### src/rtl/vga_ctrl.sv
// ---------------------------------------------------------------------------
// vga_ctrl -- 640x480@60 Hz VGA timing generator and pixel sink.
//
// Two free-running counters walk the 800x525 raster. Each clock, the
// counter position is turned into a pixel request (pos_x/pos_y/pos_valid)
// for the picture generator, which answers on pos_data DATA_LAT clocks
// later. The sync signals and the request-valid flag travel through a
// DATA_LAT-deep alignment pipe so that they arrive together with their
// pixel. Then the sync signals and the (blanked) colour are registered once
// more onto the pins. Everything on the connector therefore lags the
// counters by L = DATA_LAT+1 clocks. The sync-to-pixel spacing is the same
// as in the VESA raster.
//
// Ports:
//   vga_clk      in   1   pixel clock (25 MHz)
//   rst          in   1   asynchronous reset, active-high
//   pos_x        out  10  requested column 0..H_ACTIVE-1, 0 when blanked
//   pos_y        out  10  requested row 0..V_ACTIVE-1, 0 when blanked
//   pos_valid    out  1   request addresses a visible pixel
//   pos_data     in   24  RGB888 answer, valid DATA_LAT clocks after request
//   frame_start  out  1   one-clock pulse after the counters sit at (0,0)
//   hsync        out  1   horizontal sync, active-low, latency L
//   vsync        out  1   vertical sync, active-low, latency L
//   vga_rgb      out  12  {R[7:4],G[7:4],B[7:4]}, zero while blanked
// ---------------------------------------------------------------------------
module vga_ctrl #(
    parameter int H_SYNC   = 96,
    parameter int H_BACK   = 48,
    parameter int H_ACTIVE = 640,
    parameter int H_FRONT  = 16,
    parameter int V_SYNC   = 2,
    parameter int V_BACK   = 33,
    parameter int V_ACTIVE = 480,
    parameter int V_FRONT  = 10,
    parameter int DATA_LAT = 1
) (
    input  logic        vga_clk,
    input  logic        rst,
    output logic [9:0]  pos_x,
    output logic [9:0]  pos_y,
    output logic        pos_valid,
    input  logic [23:0] pos_data,
    output logic        frame_start,
    output logic        hsync,
    output logic        vsync,
    output logic [11:0] vga_rgb
);

    // ------------------------------------------------------------------
    // Raster geometry
    // ------------------------------------------------------------------
    localparam int H_TOTAL     = H_SYNC + H_BACK + H_ACTIVE + H_FRONT;
    localparam int V_TOTAL     = V_SYNC + V_BACK + V_ACTIVE + V_FRONT;
    localparam int H_ACT_START = H_SYNC + H_BACK;
    localparam int H_ACT_END   = H_ACT_START + H_ACTIVE;
    localparam int V_ACT_START = V_SYNC + V_BACK;
    localparam int V_ACT_END   = V_ACT_START + V_ACTIVE;
    localparam int HW          = $clog2(H_TOTAL);
    localparam int VW          = $clog2(V_TOTAL);

    // Sync/valid bundle carried through the alignment pipe. Syncs are kept
    // in pin polarity (low = sync) so the idle value is simply "all high,
    // not valid".
    typedef struct packed {
        logic hsync_n;
        logic vsync_n;
        logic valid;
    } align_t;

    localparam align_t ALIGN_IDLE = '{hsync_n: 1'b1, vsync_n: 1'b1, valid: 1'b0};

    // ------------------------------------------------------------------
    // Raster counters
    // ------------------------------------------------------------------
    logic [HW-1:0] h_cnt_reg, h_cnt_next;
    logic [VW-1:0] v_cnt_reg, v_cnt_next;
    logic          h_last;
    logic          v_last;

    assign h_last = (h_cnt_reg == HW'(H_TOTAL - 1));
    assign v_last = (v_cnt_reg == VW'(V_TOTAL - 1));

    always_comb begin
        h_cnt_next = h_cnt_reg + HW'(1);
        v_cnt_next = v_cnt_reg;
        if (h_last) begin
            h_cnt_next = '0;
            v_cnt_next = v_last ? '0 : v_cnt_reg + VW'(1);
        end
    end

    always_ff @(posedge vga_clk or posedge rst) begin
        if (rst) begin
            h_cnt_reg <= '0;
            v_cnt_reg <= '0;
        end else begin
            h_cnt_reg <= h_cnt_next;
            v_cnt_reg <= v_cnt_next;
        end
    end

    // ------------------------------------------------------------------
    // Region decode. The counters are widened by one bit so that an end
    // boundary equal to the total count still fits in the comparison.
    // ------------------------------------------------------------------
    logic [HW:0] h_ext;
    logic [VW:0] v_ext;
    logic        h_active;
    logic        v_active;
    logic        h_sync_on;
    logic        v_sync_on;

    assign h_ext     = {1'b0, h_cnt_reg};
    assign v_ext     = {1'b0, v_cnt_reg};
    assign h_active  = (h_ext >= (HW+1)'(H_ACT_START)) && (h_ext < (HW+1)'(H_ACT_END));
    assign v_active  = (v_ext >= (VW+1)'(V_ACT_START)) && (v_ext < (VW+1)'(V_ACT_END));
    assign h_sync_on = (h_ext < (HW+1)'(H_SYNC));
    assign v_sync_on = (v_ext < (VW+1)'(V_SYNC));

    // ------------------------------------------------------------------
    // Request stage (combinational from the counters)
    // ------------------------------------------------------------------
    assign pos_valid = h_active && v_active;
    assign pos_x     = pos_valid ? 10'(h_cnt_reg - HW'(H_ACT_START)) : 10'd0;
    assign pos_y     = pos_valid ? 10'(v_cnt_reg - VW'(V_ACT_START)) : 10'd0;

    // ------------------------------------------------------------------
    // Alignment pipe: delays syncs and valid by exactly the picture
    // generator latency, so that "aligned" describes the pixel that
    // pos_data is carrying right now.
    // ------------------------------------------------------------------
    align_t align_in;
    align_t aligned;

    assign align_in = '{hsync_n: ~h_sync_on, vsync_n: ~v_sync_on, valid: pos_valid};

    generate
        if (DATA_LAT == 0) begin : g_no_delay
            assign aligned = align_in;
        end else begin : g_delay
            align_t stage_reg [DATA_LAT];

            always_ff @(posedge vga_clk or posedge rst) begin
                if (rst) begin
                    for (int i = 0; i < DATA_LAT; i++) begin
                        stage_reg[i] <= ALIGN_IDLE;
                    end
                end else begin
                    stage_reg[0] <= align_in;
                    for (int i = 1; i < DATA_LAT; i++) begin
                        stage_reg[i] <= stage_reg[i-1];
                    end
                end
            end

            assign aligned = stage_reg[DATA_LAT-1];
        end
    endgenerate

    // ------------------------------------------------------------------
    // Colour reduction: keep the top nibble of each 8-bit channel.
    // Channel gi of the output sits at nibble gi; B is gi=0, R is gi=2.
    // ------------------------------------------------------------------
    logic [11:0] rgb_pix;

    genvar gi;
    generate
        for (gi = 0; gi < 3; gi++) begin : g_chan
            assign rgb_pix[gi*4 +: 4] = pos_data[gi*8+4 +: 4];
        end
    endgenerate

    // The low nibbles are dropped by the 12-bit DAC on purpose.
    logic unused_pix_lsbs;
    assign unused_pix_lsbs = ^{pos_data[19:16], pos_data[11:8], pos_data[3:0]};

    // ------------------------------------------------------------------
    // Pin registers. frame_start is taken straight from the counters and
    // is deliberately not pipeline-aligned.
    // ------------------------------------------------------------------
    logic        hsync_reg;
    logic        vsync_reg;
    logic [11:0] rgb_reg;
    logic        frame_start_reg;
    logic        at_origin;

    assign at_origin = (h_cnt_reg == '0) && (v_cnt_reg == '0);

    always_ff @(posedge vga_clk or posedge rst) begin
        if (rst) begin
            hsync_reg       <= 1'b1;
            vsync_reg       <= 1'b1;
            rgb_reg         <= '0;
            frame_start_reg <= 1'b0;
        end else begin
            hsync_reg       <= aligned.hsync_n;
            vsync_reg       <= aligned.vsync_n;
            // Blank outside the visible window whatever pos_data holds.
            rgb_reg         <= aligned.valid ? rgb_pix : 12'd0;
            frame_start_reg <= at_origin;
        end
    end

    assign hsync       = hsync_reg;
    assign vsync       = vsync_reg;
    assign vga_rgb     = rgb_reg;
    assign frame_start = frame_start_reg;

endmodule

### config.mk
export PLATFORM = sky130hd
export DESIGN_NAME = vga_ctrl
export DESIGN_NICKNAME = d
export VERILOG_FILES = /design/src/rtl/vga_ctrl.sv
export SDC_FILE = /design/constraint.sdc
export NUM_CORES = 1
export LEC_CHECK = 0
export ABC_AREA = 0
export ABC_CLOCK_PERIOD_IN_PS = 2200
export CORE_MARGIN = 8
export CORE_UTILIZATION = 44
export CTS_CLUSTER_SIZE = 25
export DETAILED_ROUTE_END_ITERATION = 16
export PLACE_DENSITY = 0.78
export SLEW_MARGIN = 0
export SYNTH_ARGS = -nofsm -noshare
export SYNTH_HDL_FRONTEND = slang
export SYNTH_SLANG_ARGS = --single-unit
### constraint.sdc
create_clock -name vga_clk -period 2.2 [get_ports vga_clk]
set_input_delay 0.44 -clock vga_clk [delete_from_list [all_inputs] [get_ports vga_clk]]
set_output_delay 0.44 -clock vga_clk [all_outputs]
set_load 0.05 [all_outputs]
# After elaboration in Yosys (flattened, before gate mapping)
# Cells that the tools add are included.
dict set report totals {
  ff_bits 38
  in_bits 26
  elab_cells 34
}
dict set report classes {
  add_sub_neg 4
  order_cmp 6
  n_eq_ne 2
  muxes 5
  bitwise_logic 2
  n_reduce_logical 6
}
# operator n
set op_table {}
lappend op_table {{2-to-1 mux 10 bit} 4}
lappend op_table {{adder 10 x 1 -> 10 bit, second input constant} 2}
lappend op_table {{equality test 10 bit, second input constant} 2}
lappend op_table {{logical NOT 10 bit} 2}
lappend op_table {{less-than comparator 10 bit, second input constant} 2}
lappend op_table {{2-to-1 mux 12 bit} 1}
lappend op_table {{>= comparator 10 x 6 -> 1 bit, second input constant} 1}
lappend op_table {{>= comparator 10 x 8 -> 1 bit, second input constant} 1}
lappend op_table {{less-than comparator 10 x 2 -> 1 bit, second input constant} 1}
lappend op_table {{less-than comparator 10 x 7 -> 1 bit, second input constant} 1}
lappend op_table {{subtractor 10 x 6 -> 10 bit, second input constant} 1}
lappend op_table {{subtractor 10 x 8 -> 10 bit, second input constant} 1}
lappend op_table {{logical AND 1 bit} 4}
lappend op_table {{inverter 1 bit} 2}

# Depth between registers and ports, before layout
dict set report logic_depth {
  ltp_word 4
  mapped_depth 7
}

# Least setup slack after synthesis
# Ideal clock, no wire load.
dict set report synth_path {
  path_kind {flip-flop to output port}
  start {register v_cnt_reg[1]}
  end {output port pos_x[8]}
  arrival_ns 2.514
  required_ns 1.760
  setup_slack_ns -0.754
  path_stages_with_launch 6
  path_buffers 1
  cell_sequence {dfrtp_1 ha_1 buf_2 or4_1 o21a_4 nor4b_2}
}
dict set report synth_via {
  elab_chain_cells 4
}
# element line
set synth_lines {}
lappend synth_lines {{from (decl)} 76} ;# logic [VW-1:0] v_cnt_reg, v_cnt_next;
lappend synth_lines {{from (signal assigned)} 98} ;# v_cnt_reg <= v_cnt_next;
lappend synth_lines {{>= comparator 10 x 6 -> 1 bit or less-than comparator 10 bit (tied branches)} 116} ;# assign v_active = (v_ext >= (VW+1)'(V_ACT_START)) && (v_ext < (VW+1)'(V_ACT_END));
lappend synth_lines {{logical AND 1 bit *} 116}
lappend synth_lines {{logical AND 1 bit *} 123} ;# assign pos_valid = h_active && v_active;
lappend synth_lines {{2-to-1 mux 10 bit *} 124} ;# assign pos_x = pos_valid ? 10'(h_cnt_reg - HW'(H_ACT_START)) : 10'd0;
lappend synth_lines {{to (decl)} 39} ;# output logic [9:0] pos_x,
# Mark *: on every way between the ends. The rest lies on a longest branch, timed or not.

# Final worst setup path
dict set report layout_path {
  start {register h_cnt_reg[1]}
  end {output port pos_x[2]}
}
dict set report layout_via {
  elab_chain_cells 4
}
# element line
set layout_lines {}
lappend layout_lines {{from (decl)} 75} ;# logic [HW-1:0] h_cnt_reg, h_cnt_next;
lappend layout_lines {{from (signal assigned)} 97} ;# h_cnt_reg <= h_cnt_next;
lappend layout_lines {{>= comparator 10 x 8 -> 1 bit or less-than comparator 10 bit (tied branches)} 115} ;# assign h_active = (h_ext >= (HW+1)'(H_ACT_START)) && (h_ext < (HW+1)'(H_ACT_END));
lappend layout_lines {{logical AND 1 bit} 115}
lappend layout_lines {{logical AND 1 bit} 123}
lappend layout_lines {{2-to-1 mux 10 bit *} 124}
# Marks and branches as above.

==> flow_metrics.py <==
metrics = {
    "outcome": {
        "status": "finished, violations left",
        "violations": "setup timing",
    },
    "yosys": {
        "synthFlopType": "dfrtp_1",
        "synthArstFlopShare_pct": 100,
        "syn_nets": 247,
        "ys_seq_area_share_pct": 42.3,
        "synth_top_cell_area_share_pct": 37.7,
        "synth_cells": 213,
        "ys_ff_latch": 38,
        "synth_top_cell_by_area": "dfrtp_1",
        "synth_warnings": 0,
        "avgSynthCellArea_sq_um": 10.6,
        "syn_area_sq_um": 2260,
        "ys_top_cells_by_area": "dfrtp_1, nor3_2, dfstp_2, ha_1, xnor2_1",
        "synth_cell_types": 52,
        "synth_edf_count": 0,
    },
    "placement": {
        "gp_congestion": 0.833,
        "post-place-ws_ps": -265,
        "place_hpwl_um": 4210,
        "io_buffer_count": 49,
    },
    "setup_path": {
        "path_buf_inv": 3,
        "cp_slowest_cell": "a221o_4",
        "critical_path.top_delay_family": "simple AND/OR/NAND/NOR gates",
        "slowest_delay_ps": 490,
        "cp_max_fo": 6,
        "crit_type": "flop to output pin",
        "cp_data_arrival_time_ps": 2260,
        "critPathCaptureType": "output pin",
        "crit_required_ps": 1760,
        "start_kind": "flop",
        "crit_chain": "inv_2 -> ha_4 -> nor3b_4 -> nand3_1 -> a221o_4 -> buf_12 -> nor3b_4 -> buf_6",
        "path_common_cell": "nor3b_4",
    },
    "detailed_routing": {
        "via_per_inst": 5.17,
        "drt-met1-wl_um": 2570,
        "top_layer_used": "met4",
        "ant_nets": 0,
        "routedWlPerCell_um": 16.0,
        "dr_wl_met3_um": 485,
        "totalWireLength_um": 6080,
        "drt_first_pass_iters": 4,
        "wl_met2_um": 2890,
        "drtIter0Drc": 119,
        "drc_errors": 0,
        "vias": 1966,
    },
    "timing": {
        "relSlewSlack_pct": 62.6,
        "drv_slew": 0,
        "hold_viol": 0,
        "period_share_pct": 123,
        "tightest_slew_ps": 556,
        "rsz0062_at_grt": "true",
        "clock_skew_ps": 3.94,
        "setup_viol": 21,
        "setup_tns_ps": -9590,
        "max_freq_ghz": 0.371,
        "fin_ws_ps": -497,
        "min_period_ps": 2700,
    },
    "cells_and_area": {
        "layout-drive-gt1-share_pct": 41.6,
        "area_growth_pct": 58.7,
        "largest_reg_flops": 12,
        "nets": 343,
        "antennaDiodeCount": 0,
    },
    "floorplanning": {
        "start_util_pct": 44.8,
        "io_pins": 62,
        "rows": 26,
        "core_area_sq_um": 5040,
        "fp.dieH_um": 87.7,
        "die-area_sq_um": 7690,
        "die_width_um": 87.7,
    },
    "clock_network": {
        "cts_made_buffers": 5,
        "tritoncts": "built",
        "htree_levels": 2,
        "ctsLongestPathBuffers": 2,
        "clkSinkCount": 38,
        "clockRootBuffer": "clkbuf_8",
        "insertion_delay_ps": 300,
        "clk_pin_slew_worst_paths_ps": 80,
        "holdBufCountCts": 0,
    },
    "pwr": {
        "cellLeakagePower_nw": 1.61,
        "cellPowerDensity_nw_per_um2": 408,
        "vdd_drop_max_uv": 358,
    },
    "grt": {
        "grt_pass1_vias": 1987,
        "grt_pass1_wl_um": 10000,
        "grt_usage_pct": 17.2,
        "antenna_found_initial": 0,
        "globalRouteOverflowTotal": 0,
        "grt_max_degree": 39,
    },
    "worst_hold_path": {
        "min_path_type": "flop to flop",
    },
    "job": {
        "cap_violations": 0,
    },
}
[kinds of logic (layout without fill, tap and decap cells)]
| logic type | Yosys count | in the layout | synth area share [%] |
|---|---|---|---|
| AND/OR/NAND/NOR | 94 | 94 | 28.3 |
| flip-flops | 38 | 38 | 42.3 |
| AO/OA/AOI/OAI | 27 | 27 | 9.86 |
| buffers and inverters | 26 | 123 | 7.20 |
| XOR/XNOR | 18 | 18 | 6.98 |
| adder cells (fa/ha/maj) | 8 | 8 | 4.43 |
| multiplexers | 2 | 2 | 0.941 |
[cell type report]
| cell class | count | area [sq um] |
|---|---|---|
| multi-input cells | 149 | 1330 |
| repair buffers | 107 | 1050 |
| fillers | 368 | 1460 |
| clock inverters | 3 | 68.8 |
| flip-flops and latches | 38 | 956 |
| inverters | 8 | 30.0 |
| well taps | 70 | 87.6 |
| clock buffers | 5 | 68.8 |
[what timing repair did]
| item | CTS | global route |
|---|---|---|
| cloned | 1 | 0 |
| pin swaps | 19 | 2 |
| endpoints found under the setup margin | 21 | 21 |
| resized for setup | 33 | 1 |
| setup buffers | 6 | 4 |
[cell usage after synthesis, types with 2 or more instances]
| library cell | count |
|---|---|
| clkbuf_1 | 3 |
| buf_4 | 5 |
| o21ai_0 | 4 |
| a211oi_1 | 2 |
| nor3_1 | 2 |
| inv_1 | 8 |
| a21oi_1 | 5 |
| and3_1 | 5 |
| or4_1 | 4 |
| xor2_1 | 7 |
| dfrtp_1 | 34 |
| dfstp_2 | 4 |
| nor3_2 | 15 |
| xnor2_1 | 11 |
| nor3b_2 | 3 |
| or3_1 | 3 |
| nand2_1 | 14 |
| buf_6 | 4 |
| nor2_1 | 9 |
| nor4_1 | 4 |
| ha_1 | 8 |
| nand3_1 | 6 |
| o31ai_1 | 2 |
| nand4_1 | 7 |
| o211ai_1 | 2 |
| and2_1 | 13 |
| buf_2 | 4 |
[final timing paths]
path                              start           end  slack, ps  cells past startpoint
max reg2reg                h_cnt_reg[1]  v_cnt_reg[4]        150                      7
min                          aligned[2]         hsync        360                      0
max in group asynchronous           rst    aligned[1]       1280                      3
min in group asynchronous           rst    aligned[0]        560                      3
max                        h_cnt_reg[1]      pos_x[2]       -500                      8
min reg2reg                  aligned[2]         hsync        360                      0
[worst register-to-register path, stage by stage, from the launching register on]
cell and delay [ps]:
dfrtp_1 400, buf_4 140, buf_4 130, ha_1 210
and3_1 250, and3_1 340, nand4_1 150, mux2_2 330
[metal layers]
| metal | GRT usage [%] | vias up |
|---|---|---|
| met5 | 0 | - |
| met4 | 6.72 | 0 |
| met3 | 5.44 | 10 |
| met2 | 28.6 | 73 |
| met1 | 20.2 | 943 |
| li1 | - | 940 |
[where the power goes]
| group | switching [mW] | internal, mW | leakage (nW) |
|---|---|---|---|
| logic | 0.0164 | 0.0211 | 1.04 |
| clock network | 0.274 | 0.454 | 0.0683 |
| registers | 0 | 0.698 | 0.502 |
[through the flow]
stage / power, mW / cell area [sq um] / std cells / hold WS (ps) / util (%)
finish: 1.46 / 3590 / 380 / 357 / 71.1
global route: 1.51 / 3590 / 380 / 360 / 71.1
CTS: 1.48 / 3550 / 376 / 359 / 70.5
detailed placement: 0.750 / 3210 / 361 / 347 / 63.7
global placement: 0.750 / 3210 / 361 / 346 / 63.7
floorplan: 0.722 / 2430 / 213 / 345 / -
[placed cells by master, fill, tap and decap left out, drive strengths merged, types with 2 or more instances in the layout]
| cell | Yosys | final |
|---|---|---|
| o211ai | 2 | 2 |
| dfrtp | 34 | 34 |
| nor3b | 4 | 4 |
| dfstp | 4 | 4 |
| nand2 | 14 | 14 |
| or3 | 4 | 4 |
| and3 | 5 | 5 |
| buf | 15 | 79 |
| o21ai | 4 | 4 |
| xnor2 | 11 | 11 |
| and2 | 13 | 13 |
| clkdlybuf4s50 | 0 | 28 |
| ha | 8 | 8 |
| nor3 | 18 | 18 |
| bufinv | 0 | 2 |
| or4 | 5 | 5 |
| nor2 | 9 | 9 |
| o21a | 2 | 2 |
| xor2 | 7 | 7 |
| nor4 | 4 | 4 |
| o31ai | 2 | 2 |
| inv | 8 | 8 |
| clkbuf | 3 | 5 |
| a21oi | 5 | 5 |
| nand3 | 7 | 7 |
| a211oi | 3 | 3 |
| nand4 | 7 | 7 |
(Power assumes the default switching activity.)
